### src/rtl/rv32_dbg_pkg.sv
// Shared definitions for the RV32I run/step/load controller.
//   run_state_e  : controller state encoding (also visible on the state output)
//   halt_cause_e : reason the core was last halted
//   EBREAK_INSN  : RV32I EBREAK encoding, used to stop a free run
package rv32_dbg_pkg;

    typedef enum logic [2:0] {
        StRstSeq = 3'd0,
        StHalt   = 3'd1,
        StLoad   = 3'd2,
        StRun    = 3'd3,
        StStep   = 3'd4
    } run_state_e;

    typedef enum logic [1:0] {
        CauseNone   = 2'd0,
        CauseCmd    = 2'd1,
        CauseBp     = 2'd2,
        CauseEbreak = 2'd3
    } halt_cause_e;

    localparam logic [31:0] EBREAK_INSN = 32'h0010_0073;

endpackage

### src/rtl/rv32_run_ctrl_if.sv
// Debug/core-side bundle of the run controller.
//   commands    : cmd_load/cmd_run/cmd_step/cmd_halt one-cycle pulses
//   load stream : ld_valid/ld_data/ld_last in, ld_ready out
//   breakpoint  : bp_en, bp_addr
//   core side   : pc, instr in; cpu_en, cpu_rst out
//   imem write  : imem_we, imem_waddr, imem_wdata out
//   status      : state, halt_cause, retired out
// slave is the controller's view, master the debug host / core view.
interface rv32_run_ctrl_if #(
    parameter int unsigned IMEM_AW = 10
) ();
    logic               cmd_load;
    logic               cmd_run;
    logic               cmd_step;
    logic               cmd_halt;
    logic               ld_valid;
    logic [31:0]        ld_data;
    logic               ld_last;
    logic               ld_ready;
    logic               bp_en;
    logic [31:0]        bp_addr;
    logic [31:0]        pc;
    logic [31:0]        instr;
    logic               cpu_en;
    logic               cpu_rst;
    logic               imem_we;
    logic [IMEM_AW-1:0] imem_waddr;
    logic [31:0]        imem_wdata;
    logic [2:0]         state;
    logic [1:0]         halt_cause;
    logic [31:0]        retired;

    modport slave (
        input  cmd_load, cmd_run, cmd_step, cmd_halt,
        input  ld_valid, ld_data, ld_last,
        input  bp_en, bp_addr, pc, instr,
        output ld_ready, cpu_en, cpu_rst,
        output imem_we, imem_waddr, imem_wdata,
        output state, halt_cause, retired
    );

    modport master (
        output cmd_load, cmd_run, cmd_step, cmd_halt,
        output ld_valid, ld_data, ld_last,
        output bp_en, bp_addr, pc, instr,
        input  ld_ready, cpu_en, cpu_rst,
        input  imem_we, imem_waddr, imem_wdata,
        input  state, halt_cause, retired
    );
endinterface

### src/rtl/rv32_bp_match.sv
// Combinational stop detector for a free run.
//   pc_i, instr_i    : core's current PC and the instruction at it
//   bp_en_i, bp_addr_i : PC breakpoint
//   skip_i           : suppress a stop on the first instruction after resume
//   stop_o           : do not execute this instruction, halt next cycle
//   cause_o          : halt cause to record when stop_o is set
module rv32_bp_match
    import rv32_dbg_pkg::*;
(
    input  logic [31:0] pc_i,
    input  logic [31:0] instr_i,
    input  logic        bp_en_i,
    input  logic [31:0] bp_addr_i,
    input  logic        skip_i,
    output logic        stop_o,
    output halt_cause_e cause_o
);
    logic bp_hit;
    logic ebreak_hit;

    always_comb begin
        bp_hit     = bp_en_i && (pc_i == bp_addr_i);
        ebreak_hit = (instr_i == EBREAK_INSN);
        stop_o     = (bp_hit || ebreak_hit) && !skip_i;
        // EBREAK wins when both match
        cause_o    = ebreak_hit ? CauseEbreak : CauseBp;
    end
endmodule

### src/rtl/rv32_run_ctrl.sv
// Run/step/load controller for the single-cycle RV32I core.
//   clk, rst : system clock, asynchronous active-high reset
//   bus      : rv32_run_ctrl_if.slave (commands, load stream, breakpoint,
//              core enable/reset, imem write port, status)
// cpu_en, ld_ready and the imem write port are combinational; state, cpu_rst,
// halt_cause and retired are registered.
module rv32_run_ctrl
    import rv32_dbg_pkg::*;
#(
    parameter int unsigned IMEM_AW    = 10,
    parameter int unsigned RST_CYCLES = 4
) (
    input  logic            clk,
    input  logic            rst,
    rv32_run_ctrl_if.slave  bus
);
    localparam int unsigned CntW = ($clog2(RST_CYCLES) > 0) ? $clog2(RST_CYCLES) : 1;
    localparam logic [CntW-1:0]    CntInit = CntW'(RST_CYCLES - 1);
    localparam logic [CntW-1:0]    CntOne  = CntW'(1);
    localparam logic [IMEM_AW-1:0] PtrMax  = '1;
    localparam logic [IMEM_AW-1:0] PtrOne  = IMEM_AW'(1);

    run_state_e         state_q, state_d;
    logic [CntW-1:0]    cnt_q, cnt_d;
    logic [IMEM_AW-1:0] ptr_q, ptr_d;
    logic               skip_q, skip_d;
    halt_cause_e        cause_q, cause_d;
    logic [31:0]        retired_q, retired_d;
    logic               cpu_rst_q, cpu_rst_d;

    logic        cpu_en;
    logic        accept;
    logic        stop;
    halt_cause_e stop_cause;

    rv32_bp_match u_bp_match (
        .pc_i      (bus.pc),
        .instr_i   (bus.instr),
        .bp_en_i   (bus.bp_en),
        .bp_addr_i (bus.bp_addr),
        .skip_i    (skip_q),
        .stop_o    (stop),
        .cause_o   (stop_cause)
    );

    always_comb begin
        state_d   = state_q;
        cnt_d     = cnt_q;
        ptr_d     = ptr_q;
        skip_d    = skip_q;
        cause_d   = cause_q;
        retired_d = retired_q;
        cpu_en    = 1'b0;
        accept    = 1'b0;

        unique case (state_q)
            StRstSeq: begin
                if (cnt_q == '0) begin
                    state_d = StHalt;
                end else begin
                    cnt_d = cnt_q - CntOne;
                end
            end
            StHalt: begin
                if (bus.cmd_halt) begin
                    state_d = StHalt;
                end else if (bus.cmd_load) begin
                    state_d = StLoad;
                    ptr_d   = '0;
                end else if (bus.cmd_step) begin
                    state_d = StStep;
                    skip_d  = 1'b1;
                    cause_d = CauseNone;
                end else if (bus.cmd_run) begin
                    state_d = StRun;
                    skip_d  = 1'b1;
                    cause_d = CauseNone;
                end
            end
            StLoad: begin
                accept = bus.ld_valid;
                if (accept) begin
                    // pointer saturates at the top word; that accept ends the load
                    if (ptr_q != PtrMax) begin
                        ptr_d = ptr_q + PtrOne;
                    end
                    if (bus.ld_last || (ptr_q == PtrMax)) begin
                        state_d = StRstSeq;
                    end
                end
                if (bus.cmd_halt) begin
                    state_d = StRstSeq;
                end
            end
            StRun: begin
                cpu_en = !stop;
                if (cpu_en) begin
                    skip_d = 1'b0;
                end
                if (stop) begin
                    state_d = StHalt;
                    cause_d = stop_cause;
                end else if (bus.cmd_halt) begin
                    state_d = StHalt;
                    cause_d = CauseCmd;
                end else if (bus.cmd_load) begin
                    state_d = StLoad;
                    ptr_d   = '0;
                end else if (bus.cmd_step) begin
                    state_d = StStep;
                    skip_d  = 1'b1;
                end
            end
            StStep: begin
                cpu_en  = 1'b1;
                skip_d  = 1'b1;
                state_d = StHalt;
                cause_d = CauseCmd;
            end
            default: begin
                state_d = StRstSeq;
            end
        endcase

        if ((state_d == StRstSeq) && (state_q != StRstSeq)) begin
            cnt_d     = CntInit;
            retired_d = '0;
        end else if (cpu_en) begin
            retired_d = retired_q + 32'd1;
        end

        cpu_rst_d = (state_d == StRstSeq);
    end

    always_ff @(posedge clk or posedge rst) begin
        if (rst) begin
            state_q   <= StRstSeq;
            cnt_q     <= CntInit;
            ptr_q     <= '0;
            skip_q    <= 1'b0;
            cause_q   <= CauseNone;
            retired_q <= '0;
            cpu_rst_q <= 1'b1;
        end else begin
            state_q   <= state_d;
            cnt_q     <= cnt_d;
            ptr_q     <= ptr_d;
            skip_q    <= skip_d;
            cause_q   <= cause_d;
            retired_q <= retired_d;
            cpu_rst_q <= cpu_rst_d;
        end
    end

    assign bus.cpu_en     = cpu_en;
    assign bus.cpu_rst    = cpu_rst_q;
    assign bus.ld_ready   = (state_q == StLoad);
    assign bus.imem_we    = accept;
    assign bus.imem_waddr = ptr_q;
    assign bus.imem_wdata = bus.ld_data;
    assign bus.state      = state_q;
    assign bus.halt_cause = cause_q;
    assign bus.retired    = retired_q;
endmodule

### src/flat_wrapper.sv
// flat-port wrapper written by rule: the top's interface ports become plain ports
module rv32_run_ctrl_flat import rv32_dbg_pkg::*;
#(
    parameter int unsigned IMEM_AW    = 10,
    parameter int unsigned RST_CYCLES = 4
)
  (clk, rst, bus_cmd_load, bus_cmd_run, bus_cmd_step, bus_cmd_halt, bus_ld_valid, bus_ld_data, bus_ld_last, bus_bp_en, bus_bp_addr, bus_pc, bus_instr, bus_ld_ready, bus_cpu_en, bus_cpu_rst, bus_imem_we, bus_imem_waddr, bus_imem_wdata, bus_state, bus_halt_cause, bus_retired);
  rv32_run_ctrl_if #(.IMEM_AW(IMEM_AW)) bus_i ();
  input  logic clk;
  input  logic rst;
  input wire logic [$bits(bus_i.cmd_load)-1:0] bus_cmd_load;
  input wire logic [$bits(bus_i.cmd_run)-1:0] bus_cmd_run;
  input wire logic [$bits(bus_i.cmd_step)-1:0] bus_cmd_step;
  input wire logic [$bits(bus_i.cmd_halt)-1:0] bus_cmd_halt;
  input wire logic [$bits(bus_i.ld_valid)-1:0] bus_ld_valid;
  input wire logic [$bits(bus_i.ld_data)-1:0] bus_ld_data;
  input wire logic [$bits(bus_i.ld_last)-1:0] bus_ld_last;
  input wire logic [$bits(bus_i.bp_en)-1:0] bus_bp_en;
  input wire logic [$bits(bus_i.bp_addr)-1:0] bus_bp_addr;
  input wire logic [$bits(bus_i.pc)-1:0] bus_pc;
  input wire logic [$bits(bus_i.instr)-1:0] bus_instr;
  output wire logic [$bits(bus_i.ld_ready)-1:0] bus_ld_ready;
  output wire logic [$bits(bus_i.cpu_en)-1:0] bus_cpu_en;
  output wire logic [$bits(bus_i.cpu_rst)-1:0] bus_cpu_rst;
  output wire logic [$bits(bus_i.imem_we)-1:0] bus_imem_we;
  output wire logic [$bits(bus_i.imem_waddr)-1:0] bus_imem_waddr;
  output wire logic [$bits(bus_i.imem_wdata)-1:0] bus_imem_wdata;
  output wire logic [$bits(bus_i.state)-1:0] bus_state;
  output wire logic [$bits(bus_i.halt_cause)-1:0] bus_halt_cause;
  output wire logic [$bits(bus_i.retired)-1:0] bus_retired;
  assign bus_i.cmd_load = bus_cmd_load;
  assign bus_i.cmd_run = bus_cmd_run;
  assign bus_i.cmd_step = bus_cmd_step;
  assign bus_i.cmd_halt = bus_cmd_halt;
  assign bus_i.ld_valid = bus_ld_valid;
  assign bus_i.ld_data = bus_ld_data;
  assign bus_i.ld_last = bus_ld_last;
  assign bus_i.bp_en = bus_bp_en;
  assign bus_i.bp_addr = bus_bp_addr;
  assign bus_i.pc = bus_pc;
  assign bus_i.instr = bus_instr;
  assign bus_ld_ready = bus_i.ld_ready;
  assign bus_cpu_en = bus_i.cpu_en;
  assign bus_cpu_rst = bus_i.cpu_rst;
  assign bus_imem_we = bus_i.imem_we;
  assign bus_imem_waddr = bus_i.imem_waddr;
  assign bus_imem_wdata = bus_i.imem_wdata;
  assign bus_state = bus_i.state;
  assign bus_halt_cause = bus_i.halt_cause;
  assign bus_retired = bus_i.retired;
  rv32_run_ctrl #(.IMEM_AW(IMEM_AW), .RST_CYCLES(RST_CYCLES)) u_core (.clk(clk), .rst(rst), .bus(bus_i));
endmodule
### config.mk
export PLATFORM = sky130hd
export DESIGN_NAME = rv32_run_ctrl_flat
export DESIGN_NICKNAME = d
export VERILOG_FILES = /design/src/rtl/rv32_dbg_pkg.sv /design/src/rtl/rv32_run_ctrl_if.sv /design/src/rtl/rv32_bp_match.sv /design/src/rtl/rv32_run_ctrl.sv /design/src/flat_wrapper.sv
export SDC_FILE = /design/constraint.sdc
export NUM_CORES = 1
export LEC_CHECK = 0
export BUFFER_PORTS_ARGS = -buffer_cell sky130_fd_sc_hd__buf_2
export CAP_MARGIN = 20
export CELL_PAD_IN_SITES_DETAIL_PLACEMENT = 1
export CELL_PAD_IN_SITES_GLOBAL_PLACEMENT = 1
export CORE_UTILIZATION = 31
export DETAILED_ROUTE_END_ITERATION = 8
export HOLD_SLACK_MARGIN = 0.08
export PLACE_DENSITY_LB_ADDON = 0.1
export SYNTH_ARGS = -nofsm -noshare
export SYNTH_HDL_FRONTEND = slang
export SYNTH_SLANG_ARGS = --single-unit
### constraint.sdc
create_clock -name clk -period 2.6 [get_ports clk]
set_input_delay 0 -clock clk [delete_from_list [all_inputs] [get_ports clk]]
set_output_delay 0 -clock clk [all_outputs]
set_load 0.01 [all_outputs]
==> impl_metrics.yaml, run 1 <==
job:
  drv_cap: 0
timing:
  hold_viol: 0
  rsz0062_at_grt: "false"
  tns_ps: 0
  finalSetupViolCount: 0
  timing.final.crit_share_pct: 91.87
  min_period_ps: 2389
  relSlewSlack_pct: 60.49
  fmax_mhz: 418.7
  skew_ps: 6.526
  slew_violations: 0
  tightest_slew_ps: 591.8
worst_setup_path:
  critPathCaptureType: "flop"
  arrival_ps: 2610
  worstPathRequired_ps: 2820
  cp-start-kind: "flop"
  crit_type: "reg -> reg"
  crit_fanout: 8
  rr_worst_depth: 7
cts:
  insertion_delay_ps: 300
  ctsResizeCount: 0
  cts.path.max_buffers: 2
  cts_buffers: 5
  post_cts_buffers: 0
  path_clk_slew_ps: 70
  root_buffer: "clkbuf_16"
  h-tree-depth: 2
  clock-sinks: 51
  hold_buffers: 37
  cts_tree: "yes"
floorplan:
  start_util_pct: 31.89
  ios: 220
  fp.dieH_um: 110.4
  die_w_um: 110.4
  core_area_um2: 11420
  rows: 39
  die_area_um2: 12180
layout:
  syn_to_final_growth_pct: 35.81
  antenna-diode-count: 0
  n_fill_cell: 1378
  drive_gt1_share_pct: 35.22
  utilization_pct: 43.30
  nets: 721
  fin_cells: 725
place:
  dp_hpwl_um: 9001
  placed_cells: 680
  io_buffers: 155
  gp_congestion: 0.7778
global_route:
  grt_pass1_wl_um: 18780
  antenna_found_initial: 0
  grt-ovfl-total: 0
  grt_pass1_vias: 3801
  grt_max_degree: 34
  grt_usage_pct: 19.84
yosys:
  ys_seq_elements: 51
  async_flop_share_pct: 100.0
  syn-cell-area_um2: 3641
  synth_edf_count: 0
  syn_nets: 550
  synth_cells: 410
  ys_seq_area_share_pct: 35.15
  synth_area_per_cell_um2: 8.880
  synth-main-ff-cell: "dfrtp_1"
  yosysUniqueCellTypes: 60
  ys_warn_count: 0
hold_path:
  min_path_cells: 4
  min_path_type: "in -> reg"
power_and_ir_drop:
  ir_drop_mv: 0.3081
  total_power_mw: 2.438
  power_density_nw_per_um2: 493.0
  power.leakage_nw: 2.338
detailed_routing:
  ant_nets: 0
  firstDrtPassIters: 4
  vias: 3732
  drc: 0
  drt-initial-drc-count: 84
  wl_um: 11620
  wl_per_cell_um: 16.02
  avgViaCountPerCell: 5.148
run_status:
  status: "complete, no violations"
## cell usage in the layout (no fill, tap or decap), types with 19 or more instances in the layout
cell type,count
a21oi_1,23
nand2_1,19
nor2_1,25
xnor2_1,36
buf_2,155
dfrtp_1,48
dlygate4sd3_1,37
nand3_1,22
## worst max-delay path, stage by stage (launching register included)
cell	delay [ps]
dfrtp_1	460
and4_1	330
and4_2	330
nand3_4	130
nor2_2	140
nand4_2	230
or4_1	520
a21oi_1	170
## worst paths after layout
check | start | endpoint | slack, ps
max | u_core.bus.retired[6] | u_core.bus.retired[31] | 210
min | bus_cmd_load | u_core.bus.state[0] | 160
max reg2reg | u_core.bus.retired[6] | u_core.bus.retired[31] | 210
min reg2reg | u_core.bus.imem_waddr[8] | u_core.bus.imem_waddr[8] | 540
max in group asynchronous | rst | u_core.bus.retired[0] | 1650
min in group asynchronous | rst | u_core.bus.imem_waddr[5] | 320
## power by group
| part | leakage [nW] | total (mW) | switching [mW] | internal (mW) |
|---|---|---|---|---|
| clock | 0.0669 | 0.664 | 0.308 | 0.356 |
| combinational | 1.58 | 0.814 | 0.446 | 0.368 |
| sequential | 0.695 | 0.959 | 0.0797 | 0.880 |
## metrics by stage
step / setup WS [ps] / hold slack (ps) / cell area (um^2)
after detailed placement: 231.0 / 0.06862 / 4433
after global routing: 40.83 / 185.2 / 4945
final: 211.4 / 158.4 / 4945
after global placement: 259.9 / 0.06862 / 4433
after floorplan: 396.2 / 91.77 / 3641
after CTS: 194.6 / 149.1 / 4945
## cell usage after synthesis, drive strengths merged, types with 3 or more instances
cell type,count,share of area [%]
or3b,3,0.72
nand3b,4,0.82
clkbuf,4,0.41
and4,8,2.0
o21ba,3,0.82
nor4b,3,1.1
o31ai,9,1.9
ha,3,1.0
dfstp,3,2.2
xnor2,36,8.7
xor2,8,1.9
and2,3,0.52
nand4,19,3.4
nor4,11,2.5
o41ai,6,1.4
or3,3,0.52
a31oi,6,1.0
nand3,23,3.5
nand2,20,2.3
dfrtp,48,33
a21oi,23,3.2
and3,13,2.2
inv,15,1.5
o21ai,20,2.7
nor2,27,2.9
nor3b,3,0.76
buf,43,8.3
or4,5,1.0
nor3,14,2.2
nand2b,3,0.52
## state kept, by name, indices dropped and copies added, names as in the netlist
name,cells
u_core.bus.halt_cause,2
u_core.skip_q,1
u_core.bus.imem_waddr,10
u_core.bus.state,3
u_core.bus.cpu_rst,1
u_core.cnt_q,2
u_core.bus.retired,32
## area by class of cell
type	instances	area [um^2]	area share (%)
repair buffers	211	1301	26.32
multi-input cells	297	1987	40.18
well taps	143	178.9	3.618
inverters	15	56.30	1.139
flip-flops and latches	51	1280	25.89
clock buffers	6	128.9	2.606
clock inverters	2	12.51	0.2530
## cells by family after synthesis
kind of cell / share of synthesized area, %
adders and majority gates: 1.031
DFF: 35.15
muxes: 1.168
AOI/OAI and AO/OA: 13.85
and+or+nand+nor: 27.94
xor gates and xnor gates: 10.58
buffers and inverters: 10.27
## layer usage
layer  GRT usage, %  vias up  wire [um]
li1               -     1802          -
met1          25.44     1807       5151
met2          34.52      110       5849
met3          2.763       13        458
met4          5.639        0        157
met5              0        -          0
Note: power is estimated with default switching activity, not from simulation.
==> run 2, diff against run 1 <==
--- a/config.mk
+++ b/config.mk
@@ -9,7 +9,7 @@
 export CAP_MARGIN = 20
 export CELL_PAD_IN_SITES_DETAIL_PLACEMENT = 1
 export CELL_PAD_IN_SITES_GLOBAL_PLACEMENT = 1
-export CORE_UTILIZATION = 31
+export CORE_UTILIZATION = 30
 export DETAILED_ROUTE_END_ITERATION = 8
 export HOLD_SLACK_MARGIN = 0.08
 export PLACE_DENSITY_LB_ADDON = 0.1
==> impl_metrics.yaml, run 2 (synthesis results as in run 1) <==
floorplan:
  die_area_um2: 12580
  ios: 220
  die_w_um: 112.2
  core_area_um2: 11610
  rows: 39
  fp.dieH_um: 112.2
  start_util_pct: 31.35
run_status:
  violations: "DRC"
  status: "complete, but fails checks"
cts:
  path_clk_slew_ps: 70
  root_buffer: "clkbuf_16"
  insertion_delay_ps: 300
  clock-sinks: 51
  h-tree-depth: 2
  cts_tree: "yes"
  cts_buffers: 5
  cts.path.max_buffers: 2
  post_cts_buffers: 0
timing:
  timing.final.crit_share_pct: 89.14
  tns_ps: 0
  slew_violations: 0
  tightest_slew_ps: 551.5
  relSlewSlack_pct: 62.89
  skew_ps: 3.402
  rsz0062_at_grt: "false"
  fmax_mhz: 431.5
  hold_viol: 0
  min_period_ps: 2318
  finalSetupViolCount: 0
power_and_ir_drop:
  switching_share_pct: 32.83
  ir_drop_mv: 0.2679
  pwr-share-clk_pct: 31.4
  power.leakage_nw: 2.331
  power_density_nw_per_um2: 521.1
  p_comb_share_pct: 31.5
  seq_power_share_pct: 37.1
  power.internal_mw: 1.729
  p_sw_mw: 0.8452
worst_setup_path:
  cp-start-kind: "flop"
  arrival_ps: 2540
  path_cells: "nor2_2 -> a21oi_1 -> and4_1 -> nor4_4 -> or3b_1 -> a21oi_1"
  crit_fanout: 9
  slowest_delay_ps: 540
  critPathCaptureType: "flop"
  slowest_stage: "nor4_4"
  path_common_cell: "a21oi_1"
  r2r_setup_slack_ps: 280
  crit_type: "reg -> reg"
  worst-path-buf-inv: 0
  path_delay_family: "simple AND/OR/NAND/NOR gates"
  worstPathRequired_ps: 2830
layout:
  syn_to_final_growth_pct: 35.70
  antenna-diode-count: 0
  layout_common_cells: "buf_2, dfrtp_1, xnor2_1, dlygate4sd3_1, nor2_1"
  mostFrequentLayoutCell: "buf_2"
  seqCellArea_um2: 1280
  multiInputGateArea_um2: 1987
  largest_reg_flops: 32
  fin_cells: 720
  design_area_um2: 4941
  nets: 716
  n_fill_cell: 1402
  drive_gt1_share_pct: 35.01
global_route:
  antenna_found_initial: 0
  grt_pass1_wl_um: 18550
  grt-ovfl-total: 0
  grt_usage_pct: 18.25
  grt_pass1_vias: 3855
  grt_max_degree: 34
detailed_routing:
  wl_met3_um: 562
  firstDrtPassIters: 7
  top_layer: "met4"
  avgViaCountPerCell: 5.126
  drt-initial-drc-count: 120
  wl_met2_um: 5617
  wl_um: 11380
  ant_nets: 0
  drt-met1-wl_um: 5030
  wl_per_cell_um: 15.80
  vias: 3691
  drc: 9
place:
  gp_congestion: 0.7843
  io_buffers: 155
  dp_hpwl_um: 8656
  placed_cells: 676
  placed_area_um2: 4403
job:
  drv_cap: 0
hold_path:
  min_path_type: "in -> reg"
==> run 2: per-layer routing <==
layer	track usage, %	vias to the layer above
met4	5.422	0
met3	3.294	14
met2	32.96	126
met5	0	-
li1	-	1796
met1	22.05	1755
==> run 2: stage by stage <==
stage | power, mW | hold WS, ps | setup WS, ps | util, %
after floorplan | 1.475 | 91.77 | 396.2 | -
after global placement | 1.718 | 0.06862 | 378.2 | 37.91
after detailed placement | 1.732 | 0.06862 | 299.4 | 37.91
after CTS | 2.631 | 85.29 | 260.2 | 42.54
after global routing | 2.721 | 98.86 | 79.72 | 42.54
final | 2.575 | 86.62 | 282.4 | 42.54
==> run 2: final timing paths <==
| path | from | to | cells past startpoint |
|---|---|---|---|
| max | u_core.bus.state[0] | u_core.bus.retired[20] | 6 |
| min | bus_ld_valid | u_core.bus.state[1] | 4 |
| max reg2reg | u_core.bus.state[0] | u_core.bus.retired[20] | 6 |
| min reg2reg | u_core.bus.halt_cause[0] | u_core.bus.halt_cause[0] | 1 |
| max in group asynchronous | rst | u_core.bus.halt_cause[0] | 4 |
| min in group asynchronous | rst | u_core.bus.imem_waddr[5] | 3 |
==> run 2: power by group through the flow <==
stage	clock (mW)	combinational (mW)	sequential [mW]
after floorplan	0	0.502	0.973
after global placement	0	0.754	0.964
after detailed placement	0	0.761	0.971
after CTS	0.849	0.825	0.957
after global routing	0.862	0.891	0.969
final	0.808	0.811	0.955
==> run 2: timing repair <==
item / 4_1_cts / 5_1_grt
hold buffers: 36 / 0
endpoints found under the hold margin: 53 / 0
resized for setup: 0 / 0
==> run 2: final cells by class <==
cell class,count,area share (%)
multi-input combinational,297,40.21
tap,143,3.621
clock buffer,6,2.811
clock inverter,2,0.7850
inverter,15,1.140
timing repair buffer,206,25.53
sequential,51,25.91
==> run 2: worst register-to-register path: stages, from the launching register on <==
cell and delay (ps):
dfrtp_1 480, nor2_2 160, a21oi_1 150, and4_1 380, nor4_4 540, or3b_1 390, a21oi_1 150
==> run 3, diff against run 2 <==
--- a/config.mk
+++ b/config.mk
@@ -5,12 +5,12 @@
 export SDC_FILE = /design/constraint.sdc
 export NUM_CORES = 1
 export LEC_CHECK = 0
-export BUFFER_PORTS_ARGS = -buffer_cell sky130_fd_sc_hd__buf_2
 export CAP_MARGIN = 20
 export CELL_PAD_IN_SITES_DETAIL_PLACEMENT = 1
 export CELL_PAD_IN_SITES_GLOBAL_PLACEMENT = 1
 export CORE_UTILIZATION = 30
 export DETAILED_ROUTE_END_ITERATION = 8
+export DONT_BUFFER_PORTS = 1
 export HOLD_SLACK_MARGIN = 0.08
 export PLACE_DENSITY_LB_ADDON = 0.1
 export SYNTH_ARGS = -nofsm -noshare
==> impl_metrics.yaml, run 3 (synthesis results as in run 1) <==
global_route:
  antenna_found_initial: 0
  grt_pass1_vias: 3263
  grt_pass1_wl_um: 17340
  grt_usage_pct: 17.19
  grt_max_degree: 34
  grt-ovfl-total: 0
timing:
  layout_setup_ws_ps: 240.5
  timing.final.crit_share_pct: 90.75
  fin_hold_ws_ps: 140.0
  relSlewSlack_pct: 56.58
  min_period_ps: 2359
  fmax_mhz: 423.8
  rsz0062_at_grt: "false"
  skew_ps: 7.573
  tns_ps: 0
  tightest_slew_ps: 650.4
  finalSetupViolCount: 0
  slew_violations: 0
  hold_viol: 0
detailed_routing:
  wl_um: 10660
  drc: 9
  firstDrtPassIters: 8
  drt-initial-drc-count: 130
  vias: 3185
  wl_per_cell_um: 18.43
  ant_nets: 0
  avgViaCountPerCell: 5.510
cts:
  path_clk_slew_ps: 70
  cts.path.max_buffers: 2
  cts_tree: "yes"
  clock-sinks: 51
  root_buffer: "clkbuf_16"
  post_cts_buffers: 0
  cts_buffers: 5
  h-tree-depth: 2
  insertion_delay_ps: 290
place:
  dp_hpwl_um: 8053
  dp_slack_ps: 247.2
  placed_area_um2: 3722
  io_buffers: 0
  gp_congestion: 0.7386
worst_setup_path:
  crit_fanout: 8
  worstPathRequired_ps: 2820
  slowest_delay_ps: 520
  crit_type: "reg -> reg"
  critPathCaptureType: "flop"
  cp-start-kind: "flop"
  r2r_setup_slack_ps: 240
  path_cells: "and4_1 -> and4_2 -> nand3_4 -> nor2_2 -> nand4_2 -> or4_1 -> a21oi_1"
  slowest_stage: "or4_1"
  arrival_ps: 2580
floorplan:
  rows: 39
  core_area_um2: 11610
  ios: 220
  die_w_um: 112.2
  die_area_um2: 12580
  start_util_pct: 31.35
  fp.dieH_um: 112.2
layout:
  drive_gt1_share_pct: 13.10
  multiInputGateArea_um2: 1987
  seqCellArea_um2: 1280
  largest_reg_flops: 32
  antenna-diode-count: 0
  design_area_um2: 4244
  nets: 574
  layout_common_cells: "dfrtp_1, dlygate4sd3_1, xnor2_1, nor2_1, buf_4"
  n_fill_cell: 1338
  mostFrequentLayoutCell: "dfrtp_1"
  syn_to_final_growth_pct: 16.56
power_and_ir_drop:
  power_density_nw_per_um2: 550.3
  power.leakage_nw: 1.696
  ir_drop_mv: 0.2689
hold_path:
  min_path_type: "in -> reg"
job:
  drv_cap: 0
run_status:
  status: "complete, but fails checks"
  violations: "DRC"
[run 3: final cells by class]
class	count	area share [%]
multi-input cells	297	46.82
flip-flops and latches	51	30.16
well taps	143	4.216
clock inverters	2	0.2948
repair buffers	64	14.15
inverters	15	1.327
clock buffers	6	3.037
[run 3: repair_timing]
item | in CTS | in global routing
endpoints found under the setup margin | 0 | 0
endpoints found under the hold margin | 62 | 0
hold buffers | 38 | 0
gates resized for setup | 0 | 0
[run 3: per-layer routing]
| layer | track usage [%] | wire, um |
|---|---|---|
| met2 | 29.23 | 5245 |
| met4 | 3.378 | 95 |
| met1 | 22.03 | 4653 |
| met3 | 4.482 | 660 |
| met5 | 0 | 0 |
[run 3: stage by stage]
stage	power, mW	util (%)	cells
floorplan	1.475	-	410
global placement	1.626	32.05	532
detailed placement	1.645	32.05	532
CTS	2.384	36.54	578
global route	2.496	36.54	578
finish	2.335	36.54	578
[run 3: report_power, final]
| part | total [mW] | internal [mW] | switching (mW) |
|---|---|---|---|
| registers | 0.963 | 0.880 | 0.0828 |
| clock network | 0.659 | 0.356 | 0.303 |
| logic | 0.713 | 0.310 | 0.402 |
[run 3: critical path: cells and delay by family, from the launching register on]
kind	cells	cell delay, ps
AND/OR/NAND/NOR	6	1660
flip-flops	1	480
AO/OA/AOI/OAI	1	140
[run 3: worst paths after layout]
kind,endpoint,startpoint,depth (start not counted)
min in group asynchronous,u_core.bus.retired[23],rst,2
hold reg to reg,u_core.cnt_q[0],u_core.cnt_q[0],1
max in group asynchronous,u_core.bus.retired[0],rst,3
hold / removal,u_core.bus.cpu_rst,bus_ld_valid,4
setup / recovery,u_core.bus.retired[31],u_core.bus.retired[7],7
setup reg to reg,u_core.bus.retired[31],u_core.bus.retired[7],7
